### config.mk
export PLATFORM = sky130hd
export DESIGN_NAME = fifo_burst_reader_flat
export DESIGN_NICKNAME = d
export VERILOG_FILES = /design/src/rtl/fifo_burst_reader_pkg.sv /design/src/rtl/fifo_burst_reader_if.sv /design/src/rtl/fifo_burst_reader_skid.sv /design/src/rtl/fifo_burst_reader.sv /design/src/flat_wrapper.sv
export SDC_FILE = /design/constraint.sdc
export NUM_CORES = 1
export LEC_CHECK = 0
export ABC_AREA = 1
export BUFFER_PORTS_ARGS = -buffer_cell sky130_fd_sc_hd__buf_4
export CAP_MARGIN = 30
export CORE_MARGIN = 2
export CORE_UTILIZATION = 54
export CTS_BUF_LIST = sky130_fd_sc_hd__clkbuf_2
export DETAILED_ROUTE_END_ITERATION = 7
export PLACE_DENSITY = 0.78
export SETUP_SLACK_MARGIN = 0.2
export SLEW_MARGIN = 30
export SYNTH_ARGS = -nofsm -noshare
export SYNTH_HDL_FRONTEND = slang
export SYNTH_HIERARCHICAL = 1
export SYNTH_SLANG_ARGS = --single-unit
### constraint.sdc
create_clock -name clk_read -period 1.6 [get_ports clk_read]
set_clock_uncertainty 0.05 [all_clocks]
set_input_delay 0.16 -clock clk_read [delete_from_list [all_inputs] [get_ports clk_read]]
set_output_delay 0.16 -clock clk_read [all_outputs]
set_load 0.005 [all_outputs]
### src/rtl/fifo_burst_reader_pkg.sv
// -----------------------------------------------------------------------------
// fifo_rd_pkg
// Shared types and constants for the FIFO burst reader.
//   state_t    : burst FSM states
//   SKID_DEPTH : entries in the output skid buffer (covers one cycle of FIFO
//                read latency plus one stalled byte)
//   occ_t      : skid occupancy type (0..SKID_DEPTH)
// -----------------------------------------------------------------------------
package fifo_rd_pkg;

    typedef enum logic [1:0] {
        IDLE  = 2'd0,
        RUN   = 2'd1,
        DRAIN = 2'd2,
        DONE  = 2'd3
    } state_t;

    localparam int SKID_DEPTH = 2;
    localparam int OCC_W      = $clog2(SKID_DEPTH + 1);

    typedef logic [OCC_W-1:0] occ_t;

endpackage

### src/rtl/fifo_burst_reader_if.sv
// -----------------------------------------------------------------------------
// fifo_burst_reader_if
// Valid/ready byte stream leaving the burst reader.
//   out_data  : stream data
//   out_valid : stream valid
//   out_ready : downstream ready; transfer when out_valid && out_ready
// Modports: master (reader side), slave (downstream consumer).
// -----------------------------------------------------------------------------
interface fifo_burst_reader_if #(
    parameter int DATA_WIDTH = 8
);
    logic [DATA_WIDTH-1:0] out_data;
    logic                  out_valid;
    logic                  out_ready;

    modport master (output out_data, output out_valid, input out_ready);
    modport slave  (input out_data, input out_valid, output out_ready);
endinterface

### src/rtl/fifo_burst_reader_skid.sv
// -----------------------------------------------------------------------------
// fifo_rd_skid
// Two-entry in-order buffer between the FIFO read data and the output stream.
//   clk, rst : clock, async active-high reset
//   wr_en    : write wr_data at the tail
//   pop      : remove the head (only when occ > 0)
//   rd_data  : head entry (entry 0)
//   occ      : number of valid entries
// Writing into a full buffer without a simultaneous pop is prevented upstream.
// -----------------------------------------------------------------------------
module fifo_rd_skid
    import fifo_rd_pkg::*;
#(
    parameter int DATA_WIDTH = 8
) (
    input  logic                  clk,
    input  logic                  rst,
    input  logic                  wr_en,
    input  logic [DATA_WIDTH-1:0] wr_data,
    input  logic                  pop,
    output logic [DATA_WIDTH-1:0] rd_data,
    output occ_t                  occ
);

    logic [DATA_WIDTH-1:0] ent0, ent1;

    assign rd_data = ent0;

    // ent0 only changes on a pop or when the buffer was empty, so the head
    // stays stable while the stream is stalled.
    always_ff @(posedge clk or posedge rst) begin
        if (rst) begin
            ent0 <= '0;
            ent1 <= '0;
            occ  <= '0;
        end else begin
            case ({wr_en, pop})
                2'b10: begin
                    if (occ == '0) ent0 <= wr_data;
                    else           ent1 <= wr_data;
                    occ <= occ + occ_t'(1);
                end
                2'b01: begin
                    ent0 <= ent1;
                    occ  <= occ - occ_t'(1);
                end
                2'b11: begin
                    // Occupancy unchanged; new byte lands behind the survivor.
                    if (occ == occ_t'(1)) begin
                        ent0 <= wr_data;
                    end else begin
                        ent0 <= ent1;
                        ent1 <= wr_data;
                    end
                end
                default: ;
            endcase
        end
    end

endmodule

### src/rtl/fifo_burst_reader.sv
// -----------------------------------------------------------------------------
// fifo_burst_reader
// Drains a requested number of bytes from a byte FIFO and streams them out on
// a valid/ready interface, pulsing done once the last byte is accepted.
//   clk_read     : clock
//   rst          : async active-high reset, aborts any burst
//   start        : begin a burst (only honoured in IDLE)
//   burst_len    : byte count sampled with start; 0 means 2**LEN_WIDTH
//   busy         : burst in progress
//   done         : one-cycle pulse after the final transfer
//   fifo_empty   : FIFO empty flag
//   fifo_rd_en   : FIFO pop (combinational)
//   fifo_rd_data : FIFO data, valid the cycle after a pop
//   strm         : output stream (fifo_burst_reader_if.master)
//   underrun_cnt : only with FIFO_RD_STATS_EN; saturating count of RUN cycles
//                  that wanted a byte but found the FIFO empty
// Optional feature macro: FIFO_RD_STATS_EN
// -----------------------------------------------------------------------------
module fifo_burst_reader
    import fifo_rd_pkg::*;
#(
    parameter int DATA_WIDTH = 8,
    parameter int LEN_WIDTH  = 8
) (
    input  logic                  clk_read,
    input  logic                  rst,
    input  logic                  start,
    input  logic [LEN_WIDTH-1:0]  burst_len,
    output logic                  busy,
    output logic                  done,
    input  logic                  fifo_empty,
    output logic                  fifo_rd_en,
    input  logic [DATA_WIDTH-1:0] fifo_rd_data,
    fifo_burst_reader_if.master   strm
`ifdef FIFO_RD_STATS_EN
    ,
    output logic [15:0]           underrun_cnt
`endif
);

    localparam int CNT_W = LEN_WIDTH + 1;

    state_t           state, state_nxt;
    logic [CNT_W-1:0] pop_left, xfer_left, len_ext;
    logic             inflight;
    occ_t             occ, pending;
    logic             xfer, pop_nz, room;

    assign len_ext = (burst_len == '0) ? {1'b1, {LEN_WIDTH{1'b0}}}
                                       : {1'b0, burst_len};

    assign xfer    = strm.out_valid && strm.out_ready;
    assign pop_nz  = (pop_left != '0);
    // Bytes already committed to the skid buffer: stored plus the one whose
    // FIFO data arrives next cycle. A same-cycle transfer frees a slot.
    assign pending = occ + occ_t'(inflight);
    assign room    = (pending < occ_t'(SKID_DEPTH)) || xfer;

    assign busy = (state != IDLE);
    assign done = (state == DONE);

    always_comb begin
        state_nxt  = state;
        fifo_rd_en = 1'b0;
        case (state)
            IDLE: begin
                if (start) state_nxt = RUN;
            end
            RUN: begin
                fifo_rd_en = pop_nz && !fifo_empty && room;
                if (!pop_nz || (pop_left == CNT_W'(1) && fifo_rd_en))
                    state_nxt = DRAIN;
            end
            DRAIN: begin
                // Leave on the final transfer so done follows it directly.
                if (xfer_left == '0 || (xfer_left == CNT_W'(1) && xfer))
                    state_nxt = DONE;
            end
            DONE: begin
                state_nxt = IDLE;
            end
            default: state_nxt = IDLE;
        endcase
    end

    always_ff @(posedge clk_read or posedge rst) begin
        if (rst) begin
            state     <= IDLE;
            pop_left  <= '0;
            xfer_left <= '0;
            inflight  <= 1'b0;
        end else begin
            state    <= state_nxt;
            inflight <= fifo_rd_en;
            if (state == IDLE && start) begin
                pop_left  <= len_ext;
                xfer_left <= len_ext;
            end else begin
                if (fifo_rd_en) pop_left  <= pop_left - CNT_W'(1);
                if (xfer)       xfer_left <= xfer_left - CNT_W'(1);
            end
        end
    end

    fifo_rd_skid #(
        .DATA_WIDTH (DATA_WIDTH)
    ) u_skid (
        .clk     (clk_read),
        .rst     (rst),
        .wr_en   (inflight),
        .wr_data (fifo_rd_data),
        .pop     (xfer),
        .rd_data (strm.out_data),
        .occ     (occ)
    );

    assign strm.out_valid = (occ != '0);

`ifdef FIFO_RD_STATS_EN
    always_ff @(posedge clk_read or posedge rst) begin
        if (rst) begin
            underrun_cnt <= '0;
        end else if (state == IDLE && start) begin
            underrun_cnt <= '0;
        end else if (state == RUN && pop_nz && fifo_empty && underrun_cnt != 16'hFFFF) begin
            underrun_cnt <= underrun_cnt + 16'd1;
        end
    end
`endif

endmodule

### src/flat_wrapper.sv
// flat-port wrapper written by rule: the top's interface ports become plain ports
module fifo_burst_reader_flat import fifo_rd_pkg::*;
#(
    parameter int DATA_WIDTH = 8,
    parameter int LEN_WIDTH  = 8
)
  (clk_read, rst, start, burst_len, busy, done, fifo_empty, fifo_rd_en, fifo_rd_data, strm_out_data, strm_out_valid, strm_out_ready);
  fifo_burst_reader_if #(.DATA_WIDTH(DATA_WIDTH)) strm_i ();
  input  logic clk_read;
  input  logic rst;
  input  logic start;
  input  logic [LEN_WIDTH-1:0] burst_len;
  output logic busy;
  output logic done;
  input  logic fifo_empty;
  output logic fifo_rd_en;
  input  logic [DATA_WIDTH-1:0] fifo_rd_data;
  output wire logic [$bits(strm_i.out_data)-1:0] strm_out_data;
  output wire logic [$bits(strm_i.out_valid)-1:0] strm_out_valid;
  input wire logic [$bits(strm_i.out_ready)-1:0] strm_out_ready;
  assign strm_out_data = strm_i.out_data;
  assign strm_out_valid = strm_i.out_valid;
  assign strm_i.out_ready = strm_out_ready;
  fifo_burst_reader #(.DATA_WIDTH(DATA_WIDTH), .LEN_WIDTH(LEN_WIDTH)) u_core (.clk_read(clk_read), .rst(rst), .start(start), .burst_len(burst_len), .busy(busy), .done(done), .fifo_empty(fifo_empty), .fifo_rd_en(fifo_rd_en), .fifo_rd_data(fifo_rd_data), .strm(strm_i));
endmodule
# After elaboration in Yosys (flattened, before gate mapping)
# Cells that the tools add are included.
# word_totals
wordCells	71
reg_bits	39
input_bits	21
# classes
add_sub_neg	5
mux	17
magnitude_cmp	1
n_reduce_logical	26
n_eq_ne	15
# op_table
operator	count
$mux W9	5
$mux W8	4
$pmux W8 S3	1
$eq A9 B1 Y1 const B	2
$sub A9 B1 Y9 const B	2
$pmux W8 S2	1
$reduce_bool A2 Y1	6
$logic_not A9 Y1	1
$reduce_bool A9 Y1	1
$eq A2 B2 Y1 const B	4
$logic_not A8 Y1	1
$ne A2 B2 Y1 const B	4
$pmux W2 S4	1
$eq A2 B1 Y1 const B	3
$logic_and A1 B1 Y1	6
$mux W2	3
$reduce_and A3 Y1	2
$logic_not A2 Y1	2
$ne A2 B1 Y1 const B	2
$pmux W2 S2	1
$logic_or A1 B1 Y1	3
$reduce_bool A3 Y1	1
$add A2 B1 Y2	1
$add A2 B1 Y2 const B	1
other kinds (5)	6

# Depth between registers and ports, before layout
# depth
word_depth	8
ltp_mapped	12
ltp_nobuf	12

# Modules after synthesis
# Netlist, hierarchy kept.
# by_module_without_submodules
module	area_per_inst_um2	seq_area_each_um2	cells_per_inst	instances
fifo_burst_reader	1460.2	525.5	202	1
fifo_rd_skid	991.0	450.4	118	1

# Worst setup path after synthesis
# OpenSTA, ideal clock, no wires.
# synth_path
kind	flip-flop to flip-flop
from	reg u_core.u_skid.occ[0]
to	reg u_core.u_skid.ent1[3]
required_ns	1.433
arrival_time_ns	1.496
period_less_slack_ns	1.663
path_stages_with_launch	12
setup_slack_ns	-0.063
setup_ns	0.117
cell_sequence	dfrtp_1 -> inv_1 -> nand2_1 -> nand2_1 -> inv_2 -> inv_1 -> ha_1 -> nand2_1 -> nand3_4 -> buf_8 -> nand2_2 -> o21ai_2
# synth_between
elab_chain_len	5
elab_cells_between_ends	11
classes_between	5 x eq/ne; 1 x mux; 5 x reduce/logical
# synth_rtl
element	line_no	text
start: declaration	fifo_burst_reader_skid.sv:22	output occ_t occ
start signal: assignment	fifo_burst_reader_skid.sv:41	occ <= occ + occ_t'(1);
start signal: assignment	fifo_burst_reader_skid.sv:45	occ <= occ - occ_t'(1);
$reduce_bool A2 Y1 *	fifo_burst_reader.sv:117	assign strm.out_valid = (occ != '0);
via strm_out_valid	flat_wrapper.sv:19	output wire logic [$bits(strm_i.out_valid)-1:0] strm_out_valid;
$logic_and A1 B1 Y1 *	fifo_burst_reader.sv:52	assign xfer = strm.out_valid && strm.out_ready;
via u_core.xfer	fifo_burst_reader.sv:47	logic xfer, pop_nz, room;
$eq A2 B2 Y1	fifo_burst_reader_skid.sv:37	case ({wr_en, pop})
$ne A2 B2 Y1 (no line) / $reduce_bool A2 Y1 (equally long branches)	-	
$reduce_and A3 Y1 (no line)	-	
end signal: assignment	fifo_burst_reader_skid.sv:40	else ent1 <= wr_data;
end signal: assignment	fifo_burst_reader_skid.sv:53	ent1 <= wr_data;
end: declaration	fifo_burst_reader_skid.sv:25	logic [DATA_WIDTH-1:0] ent0, ent1;
# Mark *: on every way through the listed nets, which the timed path passes. The rest lies on a longest branch.
# A chain may end at the register's enable or synchronous reset.

# Worst setup path in the final report
# layout_path
from	reg u_core.pop_left[1]
to	reg u_core.pop_left[4]
# layout_between
elab_chain_len	5
elab_cells_between_ends	8
classes_between	1 x add/sub; 3 x mux; 4 x reduce/logical
# layout_rtl
element	line_no	text
start: declaration	fifo_burst_reader.sv:44	logic [CNT_W-1:0] pop_left, xfer_left, len_ext;
start signal: assignment	fifo_burst_reader.sv:96	pop_left <= len_ext;
start signal: assignment	fifo_burst_reader.sv:99	if (fifo_rd_en) pop_left <= pop_left - CNT_W'(1);
branches (longest 5 deep; another with $sub A9 B1 Y9)	-	
# Several ways; the timed one is not identified. The select of a mux whose other input is x is not followed.

==> results.toml <==
[critical_path]
crit_required_ps = 1850
crit_arrival_ps = 2000
rr_worst_depth = 12
r2r_setup_slack_ps = -150
reg2reg_to = "u_core/pop_left[4]$_DFFE_PP0P_"
criticalPathCategory = "flip-flop to flip-flop"
startpoint_type = "flip-flop"
cp_max_fo = 5
timing.rr.start = "u_core/pop_left[1]$_DFFE_PP0P_"
cp-end-kind = "flip-flop"

[sta]
setup_violations = 12
drv_slew = 0
worst_slack_ps = -151
period_minus_slack_ps = 1750
rsz0062_at_grt = "true"
relSlewSlack = 0.514
clock.fmax_ghz = 0.571
hold_violations = 0
min_period_over_period = 1.09
holdWs_ps = 100
worstMarginPinSlew_ps = 728

[pwr]
p_total_mw = 7.51
ir_drop_mv = 1.31
leakagePower_nw = 1.94
p_int_mw = 3.83
seq_power_share = 0.251
power_frac_clock = 0.063
switching_share = 0.490
power.net_switching_mw = 3.68
p_per_area_nw_per_um2 = 1940
power.share.combinational = 0.687

[routing]
wire_per_inst_um = 18.3
post-route-drc-count = 0
first_pass_iters = 5
drt_iter0_drc = 392
vias = 2763
wirelength_um = 8730
vias_per_cell = 5.80
final_antenna_net_count = 0

[synth]
avgSynthCellArea_um2 = 7.66
synth-seq-cells = 39
netlist-cell-type-count = 28
netlist_top_cells_area = "dfrtp_1 40%, nand2_1 17%, ha_1 7.7%, inv_1 6.4%, nand3_1 5.9%"
synthArstFlopShare = 1.00
synth_fp_nets = 356
yosys.area.top_type = "dfrtp_1"
netlist_instances = 320
seq_area_frac_synth = 0.398
ys_warn_count = 6
synth_area_um2 = 2450
synth_edf_count = 0
yosysTopAreaCellShare = 0.398
synthFlopType = "dfrtp_1"

[placement]
port_buffers = 32
dpl.hpwl_um = 4100
gp_congestion = 0.893

[final_layout]
final_util = 0.892
drive_gt1_frac = 0.465
nets = 459
fillerInstances = 189
antenna_cells = 0
area_growth_pct = 58.4

[floorplan]
die_height_um = 71.4
start_util = 0.563
die-area_um2 = 5090
fp.coreArea_um2 = 4350
num_rows = 24
io_pins = 33
fp.dieW_um = 71.4

[global_route]
grt_pass1_vias = 2498
gr-usage-all-layers = 0.283
grt_pass1_wl_um = 11300
antenna_found_initial = 0
overflow = 0
grt_start_max_net_pins = 22

[worst_hold_path]
hold_class = "input port to flip-flop"
hold_depth = 5
min_from = "strm_out_ready"
hold_end = "u_core/inflight$_DFF_PP0_"

[clock_tree]
tritoncts = "done"
numCtsBuffers = 5
cts_sinks = 39
clk_latency_ps = 420
path_clk_slew_ps = 210
clockRootBuffer = "clkbuf_2"
clk_path_buf_depth = 2
htreeDepth = 2

[outcome]
status = "finished, violations left"
violations = "negative setup slack"

[flow_run]
drv_cap = 0
[logic make-up after synthesis]
group | Yosys count | synth area share
DFF | 39 | 0.398
AOI/OAI and AO/OA | 30 | 0.0832
and+or+nand+nor | 179 | 0.331
xor gates and xnor gates | 7 | 0.0250
buffers and inverters | 50 | 0.0858
adders and majority gates | 15 | 0.0766
[placed cells by master (no fill, tap or decap), drive strengths merged, types with 5 or more instances in the layout]
| master | count |
|---|---|
| buf | 75 |
| clkbuf | 5 |
| dfrtp | 39 |
| dlygate4sd3 | 18 |
| ha | 15 |
| inv | 47 |
| nand2 | 125 |
| nand3 | 31 |
| nor2 | 19 |
| o21ai | 22 |
[power by group through the flow]
stage	Combinational (mW)	Sequential (mW)	Clock [mW]
6_report	5.16	1.88	0.470
5_1_grt	5.51	1.91	0.512
3_5_place_dp	3.05	1.79	0
2_1_floorplan	2.23	1.75	0
3_3_place_gp	2.98	1.77	0
4_1_cts	3.89	1.81	0.462
[routing by layer]
metal / wire (um) / global-route usage / vias up
li1: - / - / 1222
met1: 3390 / 0.365 / 1326
met2: 4220 / 0.476 / 168
met3: 757 / 0.0647 / 47
met4: 363 / 0.0860 / 0
met5: 0 / 0 / -
[what timing repair did]
item / 4_1_cts / 5_1_grt
gates cloned: 4 / 1
endpoints found under the setup margin: 34 / 40
hold endpoints to repair: 66 / 0
hold buffers: 18 / 0
buffers inserted: 12 / 21
resized for setup: 69 / 58
pin swaps: 19 / 29
[through the flow]
stage	setup TNS (ps)	setup WS [ps]	cell area, um^2	instances
2_1_floorplan	0	57.4	2520	320
3_3_place_gp	0	98.8	2880	412
3_5_place_dp	0	74.8	2880	412
4_1_cts	-230	-116	3480	454
5_1_grt	-2260	-197	3880	476
6_report	-1280	-151	3880	476
[synth_stat cells (all sizes together) (3+ instances only)]
cell type  number
nand2         122
inv            47
dfrtp          39
nand3          30
o21ai          22
nor2           19
ha             15
nand4           4
o211ai          4
xor2            4
xnor2           3
[area by class of cell]
type	count	area [um^2]	share of cell area
clock inverter	3	15.0	0.00387
clock buffer	5	25.0	0.00645
tap	52	65.1	0.0168
sequential	39	978	0.252
timing repair buffer	93	821	0.211
inverter	48	240	0.0619
timing repair inverter	1	8.76	0.00226
multi-input combinational	235	1730	0.445
[worst max-delay path, stage by stage (launching register included)]
cell	delay (ps)
dfrtp_1	440
inv_2	70
ha_4	170
nand3_4	80
buf_4	110
buf_6	90
nor2_4	30
nor2_4	140
nand2_4	120
nand2_8	130
clkinv_8	80
nand2_2	50
nand3_1	90
[worst max path at each step]
stage	endpoint	cells after the start	slack, ps	from
2_1_floorplan	u_core/u_skid/ent1[3]$_DFFE_PP0P_	12	60	u_core/u_skid/occ[0]$_DFFE_PP0P_
3_3_place_gp	u_core/u_skid/ent1[2]$_DFFE_PP0P_	11	100	u_core/u_skid/occ[0]$_DFFE_PP0P_
3_5_place_dp	u_core/u_skid/ent1[1]$_DFFE_PP0P_	11	70	u_core/u_skid/occ[1]$_DFFE_PP0P_
4_1_cts	fifo_rd_en	6	-120	u_core/pop_left[1]$_DFFE_PP0P_
5_1_grt	u_core/pop_left[4]$_DFFE_PP0P_	12	-200	u_core/pop_left[1]$_DFFE_PP0P_
6_report	u_core/pop_left[4]$_DFFE_PP0P_	12	-150	u_core/pop_left[1]$_DFFE_PP0P_
[state kept, by name, summed over array words and instances, names as in the netlist]
signal,cells
u_core/inflight,1
u_core/xfer_left,9
u_core/u_skid/occ,2
u_core/state,2
u_core/pop_left,9
u_core/u_skid/ent1,8
u_core/u_skid/rd_data,8
Power figures use the tool's default switching activity.
